[src/rtl/master_ocp_if.sv]
// Bundle of user request/response and OCP master-side bus signals for master_ocp.
// The master modport is the view of the OCP master; slave is the view of its environment.
interface master_ocp_if #(
    parameter int DATAWIDTH    = 8,
    parameter int ADDRESSWIDTH = 32
);
    logic                      req_valid;
    logic                      req_ready;
    logic                      req_write;
    logic [1:0]                req_len;
    logic [ADDRESSWIDTH-1:0]   req_addr;
    logic [4*DATAWIDTH-1:0]    req_wdata;
    logic                      done;
    logic                      rsp_err;
    logic [DATAWIDTH-1:0]      rsp_rdata;

    logic [2:0]                MCmd;
    logic [ADDRESSWIDTH-1:0]   MAddr;
    logic [DATAWIDTH-1:0]      MData;
    logic                      MDataValid;
    logic                      MDataLast;
    logic                      MRespAccept;
    logic [1:0]                id;
    logic                      SCmdAccept;
    logic [1:0]                SResp;
    logic [DATAWIDTH-1:0]      SData;
    logic                      SRespLast;

    modport master (
        input  req_valid, req_write, req_len, req_addr, req_wdata,
        input  SCmdAccept, SResp, SData, SRespLast,
        output req_ready, done, rsp_err, rsp_rdata,
        output MCmd, MAddr, MData, MDataValid, MDataLast, MRespAccept, id
    );

    modport slave (
        output req_valid, req_write, req_len, req_addr, req_wdata,
        output SCmdAccept, SResp, SData, SRespLast,
        input  req_ready, done, rsp_err, rsp_rdata,
        input  MCmd, MAddr, MData, MDataValid, MDataLast, MRespAccept, id
    );
endinterface

[src/rtl/master_ocp.sv]
// Simple OCP master: takes one user request at a time, issues single or burst
// write / single read commands, collects the response, and reports done/err.
module master_ocp #(
    parameter int         DATAWIDTH    = 8,
    parameter int         ADDRESSWIDTH = 32,
    parameter logic [1:0] TARGET_ID    = 2'b01,
    parameter int         TIMEOUT      = 16
) (
    input  logic          clk,
    input  logic          rst,
    master_ocp_if.master  bus
);
    localparam logic [1:0] ST_IDLE = 2'd0;
    localparam logic [1:0] ST_CMD  = 2'd1;
    localparam logic [1:0] ST_RESP = 2'd2;
    localparam logic [1:0] ST_DONE = 2'd3;

    // Wait counter only needs to reach TIMEOUT-1; the abort fires on that cycle.
    localparam int            TW       = (TIMEOUT < 2) ? 1 : $clog2(TIMEOUT);
    localparam logic [TW-1:0] TMO_LAST = TW'(TIMEOUT - 1);

    logic [1:0]               state_q, state_d;
    logic                     write_q, write_d;
    logic [1:0]               len_q, len_d;
    logic [ADDRESSWIDTH-1:0]  addr_q, addr_d;
    logic [4*DATAWIDTH-1:0]   wdata_q, wdata_d;
    logic [1:0]               beat_q, beat_d;
    logic [TW-1:0]            tmo_q, tmo_d;
    logic                     err_q, err_d;
    logic [DATAWIDTH-1:0]     rdata_q, rdata_d;
    logic                     racc_q, racc_d;

    logic [DATAWIDTH-1:0]     beat_data [4];

    for (genvar gi = 0; gi < 4; gi++) begin : g_beat
        assign beat_data[gi] = wdata_q[gi*DATAWIDTH +: DATAWIDTH];
    end

    always_comb begin
        state_d = state_q;
        write_d = write_q;
        len_d   = len_q;
        addr_d  = addr_q;
        wdata_d = wdata_q;
        beat_d  = beat_q;
        tmo_d   = tmo_q;
        err_d   = err_q;
        rdata_d = rdata_q;
        racc_d  = 1'b0;
        case (state_q)
            ST_IDLE: begin
                if (bus.req_valid) begin
                    write_d = bus.req_write;
                    len_d   = bus.req_write ? bus.req_len : 2'b00;
                    addr_d  = bus.req_addr;
                    wdata_d = bus.req_wdata;
                    beat_d  = 2'd0;
                    tmo_d   = '0;
                    state_d = ST_CMD;
                end
            end
            ST_CMD: begin
                if (bus.SCmdAccept) begin
                    tmo_d = '0;
                    if (beat_q < len_q) begin
                        beat_d = beat_q + 2'd1;
                    end else begin
                        state_d = ST_RESP;
                    end
                end else if (tmo_q == TMO_LAST) begin
                    err_d   = 1'b1;
                    state_d = ST_DONE;
                end else begin
                    tmo_d = tmo_q + 1'b1;
                end
            end
            ST_RESP: begin
                if (bus.SResp != 2'b00) begin
                    // 01 is DVA; both 10 and 11 count as failure.
                    err_d = bus.SResp[1];
                    if (!write_q) begin
                        rdata_d = bus.SData;
                    end
                    racc_d  = 1'b1;
                    state_d = ST_DONE;
                end else if (tmo_q == TMO_LAST) begin
                    err_d   = 1'b1;
                    state_d = ST_DONE;
                end else begin
                    tmo_d = tmo_q + 1'b1;
                end
            end
            default: begin
                state_d = ST_IDLE;
            end
        endcase
    end

    always_ff @(posedge clk) begin
        if (rst) begin
            state_q <= ST_IDLE;
            write_q <= 1'b0;
            len_q   <= 2'b00;
            addr_q  <= '0;
            wdata_q <= '0;
            beat_q  <= 2'd0;
            tmo_q   <= '0;
            err_q   <= 1'b0;
            rdata_q <= '0;
            racc_q  <= 1'b0;
        end else begin
            state_q <= state_d;
            write_q <= write_d;
            len_q   <= len_d;
            addr_q  <= addr_d;
            wdata_q <= wdata_d;
            beat_q  <= beat_d;
            tmo_q   <= tmo_d;
            err_q   <= err_d;
            rdata_q <= rdata_d;
            racc_q  <= racc_d;
        end
    end

    logic in_cmd;
    logic [2:0] cmd_code;

    assign in_cmd   = (state_q == ST_CMD);
    assign cmd_code = !write_q        ? 3'b010 :
                      (len_q == 2'b00) ? 3'b001 : {1'b1, len_q};

    assign bus.req_ready   = (state_q == ST_IDLE);
    assign bus.done        = (state_q == ST_DONE);
    assign bus.rsp_err     = err_q;
    assign bus.rsp_rdata   = rdata_q;
    assign bus.MCmd        = in_cmd ? cmd_code : 3'b000;
    assign bus.MAddr       = in_cmd ? (addr_q + ADDRESSWIDTH'(beat_q)) : '0;
    assign bus.MData       = (in_cmd && write_q) ? beat_data[beat_q] : '0;
    assign bus.MDataValid  = in_cmd && write_q;
    assign bus.MDataLast   = in_cmd && write_q && (beat_q == len_q);
    // Accept is combinational on the response cycle, then held one more cycle in DONE.
    assign bus.MRespAccept = ((state_q == ST_RESP) && (bus.SResp != 2'b00)) || racc_q;
    assign bus.id          = (in_cmd || (state_q == ST_RESP)) ? TARGET_ID : 2'b00;
endmodule

[src/flat_wrapper.sv]
// flat-port wrapper written by rule: the top's interface ports become plain ports
module master_ocp_flat 
#(
    parameter int         DATAWIDTH    = 8,
    parameter int         ADDRESSWIDTH = 32,
    parameter logic [1:0] TARGET_ID    = 2'b01,
    parameter int         TIMEOUT      = 16
)
  (clk, rst, bus_req_valid, bus_req_write, bus_req_len, bus_req_addr, bus_req_wdata, bus_SCmdAccept, bus_SResp, bus_SData, bus_SRespLast, bus_req_ready, bus_done, bus_rsp_err, bus_rsp_rdata, bus_MCmd, bus_MAddr, bus_MData, bus_MDataValid, bus_MDataLast, bus_MRespAccept, bus_id);
  master_ocp_if #(.DATAWIDTH(DATAWIDTH), .ADDRESSWIDTH(ADDRESSWIDTH)) bus_i ();
  input  logic clk;
  input  logic rst;
  input wire logic [$bits(bus_i.req_valid)-1:0] bus_req_valid;
  input wire logic [$bits(bus_i.req_write)-1:0] bus_req_write;
  input wire logic [$bits(bus_i.req_len)-1:0] bus_req_len;
  input wire logic [$bits(bus_i.req_addr)-1:0] bus_req_addr;
  input wire logic [$bits(bus_i.req_wdata)-1:0] bus_req_wdata;
  input wire logic [$bits(bus_i.SCmdAccept)-1:0] bus_SCmdAccept;
  input wire logic [$bits(bus_i.SResp)-1:0] bus_SResp;
  input wire logic [$bits(bus_i.SData)-1:0] bus_SData;
  input wire logic [$bits(bus_i.SRespLast)-1:0] bus_SRespLast;
  output wire logic [$bits(bus_i.req_ready)-1:0] bus_req_ready;
  output wire logic [$bits(bus_i.done)-1:0] bus_done;
  output wire logic [$bits(bus_i.rsp_err)-1:0] bus_rsp_err;
  output wire logic [$bits(bus_i.rsp_rdata)-1:0] bus_rsp_rdata;
  output wire logic [$bits(bus_i.MCmd)-1:0] bus_MCmd;
  output wire logic [$bits(bus_i.MAddr)-1:0] bus_MAddr;
  output wire logic [$bits(bus_i.MData)-1:0] bus_MData;
  output wire logic [$bits(bus_i.MDataValid)-1:0] bus_MDataValid;
  output wire logic [$bits(bus_i.MDataLast)-1:0] bus_MDataLast;
  output wire logic [$bits(bus_i.MRespAccept)-1:0] bus_MRespAccept;
  output wire logic [$bits(bus_i.id)-1:0] bus_id;
  assign bus_i.req_valid = bus_req_valid;
  assign bus_i.req_write = bus_req_write;
  assign bus_i.req_len = bus_req_len;
  assign bus_i.req_addr = bus_req_addr;
  assign bus_i.req_wdata = bus_req_wdata;
  assign bus_i.SCmdAccept = bus_SCmdAccept;
  assign bus_i.SResp = bus_SResp;
  assign bus_i.SData = bus_SData;
  assign bus_i.SRespLast = bus_SRespLast;
  assign bus_req_ready = bus_i.req_ready;
  assign bus_done = bus_i.done;
  assign bus_rsp_err = bus_i.rsp_err;
  assign bus_rsp_rdata = bus_i.rsp_rdata;
  assign bus_MCmd = bus_i.MCmd;
  assign bus_MAddr = bus_i.MAddr;
  assign bus_MData = bus_i.MData;
  assign bus_MDataValid = bus_i.MDataValid;
  assign bus_MDataLast = bus_i.MDataLast;
  assign bus_MRespAccept = bus_i.MRespAccept;
  assign bus_id = bus_i.id;
  master_ocp #(.DATAWIDTH(DATAWIDTH), .ADDRESSWIDTH(ADDRESSWIDTH), .TARGET_ID(TARGET_ID), .TIMEOUT(TIMEOUT)) u_core (.clk(clk), .rst(rst), .bus(bus_i));
endmodule
[config.mk]
export PLATFORM = sky130hd
export DESIGN_NAME = master_ocp_flat
export DESIGN_NICKNAME = d
export VERILOG_FILES = /design/src/rtl/master_ocp_if.sv /design/src/rtl/master_ocp.sv /design/src/flat_wrapper.sv
export SDC_FILE = /design/constraint.sdc
export NUM_CORES = 1
export LEC_CHECK = 0
export BUFFER_PORTS_ARGS = -buffer_cell sky130_fd_sc_hd__buf_2
export CORE_UTILIZATION = 40
export CTS_CLUSTER_DIAMETER = 60
export DETAILED_ROUTE_END_ITERATION = 8
export PLACE_DENSITY_LB_ADDON = 0.05
export SYNTH_ARGS = -nofsm -noshare
export SYNTH_HDL_FRONTEND = slang
export SYNTH_SLANG_ARGS = --single-unit
export TNS_END_PERCENT = 20
[constraint.sdc]
create_clock -name clk -period 1.9 [get_ports clk]
set_input_delay 0 -clock clk [delete_from_list [all_inputs] [get_ports clk]]
set_output_delay 0 -clock clk [all_outputs]
set_load 0.01 [all_outputs]
# Word level (Yosys, flattened, before mapping)
# Index checks and enable logic that the tools add are counted.
# word_totals
regBits	85
out_inout_bits	59
inputBits	82
word_cells	77
# classes
magnitude_cmp	2
addsub	3
n_bitwise	3
muxes	30
reduce_logical	18
n_eq_ne	11
# op_table
op	n
$add A32 B2 Y32	1
$mux W32	1
$mux W8	3
$mux W2	9
$bmux W8 S2	1
$mux W4	4
$pmux W4 S3	1
$ne A2 B2 Y1 const B	5
$mux W3	3
$pmux W2 S3	1
$reduce_and A2 Y1	3
$reduce_and A3 Y1	2
$reduce_bool A2 Y1	3
$mux W1	5
$add A4 B1 Y4 const B	1
$eq A2 B2 Y1 const B	2
$eq A4 B4 Y1 const B	1
$logic_not A2 Y1	2
$pmux W2 S2	1
$reduce_and A4 Y1	1
$ge A3 B3 Y1 const B	1
$logic_and A1 B1 Y1	3
$ne A3 B3 Y1 const B	1
$not A2 Y3	1
9 further kinds	11

# Longest topological paths before layout
# logic_depth
word_depth	5
ltp_mapped	8
ltp_nobuf	6

# Least setup slack after synthesis
# No wires, ideal clock.
# synth_timing
kind	register to output
startpoint	register u_core.beat_q[0]
endpoint	output port bus_MAddr[26]
arrival_ps	2194
required_time_ps	1900
path_stages_with_launch	7
setup_slack_ps	-294
n_path_buf	0
cell_sequence	dfxtp_1 > ha_1 > fa_1 > nand4_2 > or4_4 > or4_1 > a21oi_1
# synth_between
elab_chain_cells	2
# synth_rtl
element	line_no	rtl
start: declaration	master_ocp.sv:27	logic [1:0] beat_q, beat_d;
start signal: assignment	master_ocp.sv:117	beat_q <= beat_d;
$add A32 B2 Y32	master_ocp.sv:137	assign bus.MAddr = in_cmd ? (addr_q + ADDRESSWIDTH'(beat_q)) : '0;
$mux W32	master_ocp.sv:137	
end: declaration	flat_wrapper.sv:27	output wire logic [$bits(bus_i.MAddr)-1:0] bus_MAddr;
# Every way passes these cells.

# Final worst setup path
# layout_timing
startpoint	register u_core.addr_q[0]
endpoint	output port bus_MAddr[18]
# layout_between
elab_chain_cells	2
# layout_rtl
element	line_no	rtl
start: declaration	master_ocp.sv:25	logic [ADDRESSWIDTH-1:0] addr_q, addr_d;
start signal: assignment	master_ocp.sv:115	addr_q <= addr_d;
$add A32 B2 Y32	master_ocp.sv:137	
$mux W32	master_ocp.sv:137	
# Every way passes these cells.

==> impl_metrics.ini <==
[status]
outcome = complete, but fails checks
violations = setup timing

[finish]
antennaDiodeCount = 0
nets = 917
fillers = 969
final-seq-area_um2 = 1720
final_cell_mix = nand2_1 (152), buf_2 (138), a21oi_1 (102), dfxtp_1 (78), dlygate4sd3_1 (76)
drive_gt1_frac = 0.315
area_growth_pct = 52.7
multi_input_area_um2 = 2700
finalNonFillerCells = 969
final_common_cell = nand2_1

[yosys]
synth_area_leaders = dfxtp_1 (39%), nand2_1 (13%), a21oi_1 (12%)
syn-num-nets = 678
synth_edf_count = 0
yosysTopAreaCellShare = 0.385
async_flop_share = 0
synthFlopType = dfxtp_1
synth_cell_type_count = 47
synth_area_per_cell_um2 = 7.55
synth_cells = 585
synth_seq_area_share = 0.385
syn_area_um2 = 4420
synth_seq_cells = 85
yosysTopAreaCell = dfxtp_1
yosysWarningCount = 0

[sta]
drv_slew = 0
setup_violations = 22
setup_slack_ps = -518
final-hold-violation-count = 0
max_freq_mhz = 414
holdWs_ps = 29.9
fin_setup_tns_ps = -6860
fin_crit_ps = 2420
period_share = 1.27
grt_setup_unrepaired = yes
skew_ps = 5.24

[job]
maxCapViolCount = 0

[worst_setup_path]
r2r_setup_slack_ps = 130
crit_start = u_core.addr_q[0]
path_class = flip-flop to output pin
ff2ff_path_depth = 7
r2r-end = u_core.state_q[0]
crit_end = bus_MAddr[18]
reg2reg_from = u_core.beat_q[1]
critPathArrivalTime_ps = 2420
cp_max_fo = 6
end_kind = output pin
worstSetupStartpointType = flip-flop
required_ps = 1900

[power]
p_total_w = 0.00488
peakVddDrop_mv = 0.376
p_leak_nw = 2.80
powerDensity_nw_per_um2 = 723

[routing]
vias = 4948
drc = 0
drt-total-wl_um = 13500
antenna_left = 0
dr.pass1.iters = 5
vias_per_cell = 5.11
drt_iter0_drc = 258
wl_per_cell_um = 13.9

[global_route]
antenna_found_initial = 0
grt_pass1_wl_um = 21800
top_usage_layer = met2
overflow = 0
grt_util_all_layers = 0.238
grt_use_met2 = 0.415
met1_usage = 0.293
grt_pass1_vias = 4807
grtUsageMet3 = 0.0407
grt_max_degree = 46

[hold_path]
hold_class = input port to flip-flop
hold_path_depth = 3

[die]
die_h_um = 107
io_pins = 141
coreArea_um2 = 10800
initial_utilization = 0.409
rows = 38
die_width_um = 107
die_area_um2 = 11500

[place]
port_buffers = 138
globalplace.congestion = 0.814
dp_cells = 870
hpwlAfterDp_um = 8850

[cts]
cts_tree = done
root_buffer = clkbuf_8
h-tree-depth = 3
path_clk_slew_ps = 90
cts_buffer_depth = 2
clock_sinks = 85
cts_made_buffers = 9
clk-insertion-delay-late_ps = 360
==> how the worst min path moves through the flow <==
stage,startpoint,end
5_1_grt,bus_SResp[1],u_core.bus.rsp_err
3_3_place_gp,bus_req_wdata[23],u_core.wdata_q[23]
3_5_place_dp,bus_req_wdata[23],u_core.wdata_q[23]
4_1_cts,bus_SResp[1],u_core.bus.rsp_err
2_1_floorplan,bus_req_addr[0],u_core.addr_q[0]
6_report,bus_SResp[1],u_core.bus.rsp_err
==> kinds of logic (layout without fill, tap and decap cells) <==
family | Yosys count | after routing | synth area share
AO/OA/AOI/OAI | 158 | 158 | 0.196
XOR/XNOR | 10 | 10 | 0.0198
adder cells (fa/ha/maj) | 11 | 11 | 0.0328
buffers and inverters | 54 | 297 | 0.0484
flip-flops | 85 | 85 | 0.385
multiplexers | 8 | 8 | 0.0408
other | 1 | 1 | 0.000849
AND/OR/NAND/NOR | 258 | 259 | 0.276
==> routing by layer <==
metal	routed length [um]	part of all wire
met5	0	0
met3	582	0.043
met2	6740	0.50
met4	163	0.012
met1	6000	0.44
==> state kept, by name (all words and copies together), names as in the netlist <==
register              count
u_core.racc_q             1
u_core.addr_q            32
u_core.beat_q             2
u_core.tmo_q              4
u_core.bus.rsp_err        1
u_core.state_q            2
u_core.bus.rsp_rdata      8
u_core.write_q            1
u_core.len_q              2
u_core.wdata_q           32
==> power by group <==
part | switching [W] | internal [W]
clock network | 0.000723 | 0.000629
logic | 0.000769 | 0.000645
registers | 0.000144 | 0.00197
==> critical path, cell delays in order (launching register included) <==
cell and delay (ps):
dfxtp_2 360, ha_4 150, fa_2 230, nand4_4 110, buf_4 160, or4_4 440
or3_1 320, a21oi_1 140, buf_2 140
==> timing repair <==
item	in CTS	in global routing
buffers inserted	5	1
pin swaps	17	3
hold endpoints to repair	76	0
endpoints found under the setup margin	35	43
cloned	0	1
resized for setup	20	25
hold buffers	76	0
==> cell usage after synthesis (all sizes together) (2+ instances only) <==
library cell	count
and4	4
ha	10
nand4	9
and3	3
a21oi	108
o21a	6
xnor2	9
clkbuf	35
nor3	7
nand2	154
mux4	8
or4	11
a211oi	3
nor2b	12
buf	6
or3	10
and2	6
nor2	16
nand3	15
nand2b	2
o21ai	22
inv	13
dfxtp	85
o31ai	10
nor4	4
nand3b	2
==> layout make-up <==
| class | count | share of cell area |
|---|---|---|
| Tap cell | 140 | 0.0260 |
| Sequential cell | 85 | 0.254 |
| Multi-Input combinational cell | 447 | 0.400 |
| Clock inverter | 7 | 0.0121 |
| Clock buffer | 9 | 0.0184 |
| Inverter | 13 | 0.00723 |
| Timing Repair Buffer | 268 | 0.283 |
==> per-stage QoR <==
stage               setup slack [ps]   util  area, um^2
detailed placement              -157  0.515        5550
CTS                             -568  0.615        6640
global placement                -131  0.515        5550
floorplan                      -44.6      -        4460
global route                    -625  0.625        6750
finish                          -518  0.625        6750
(Power assumes the default switching activity.)
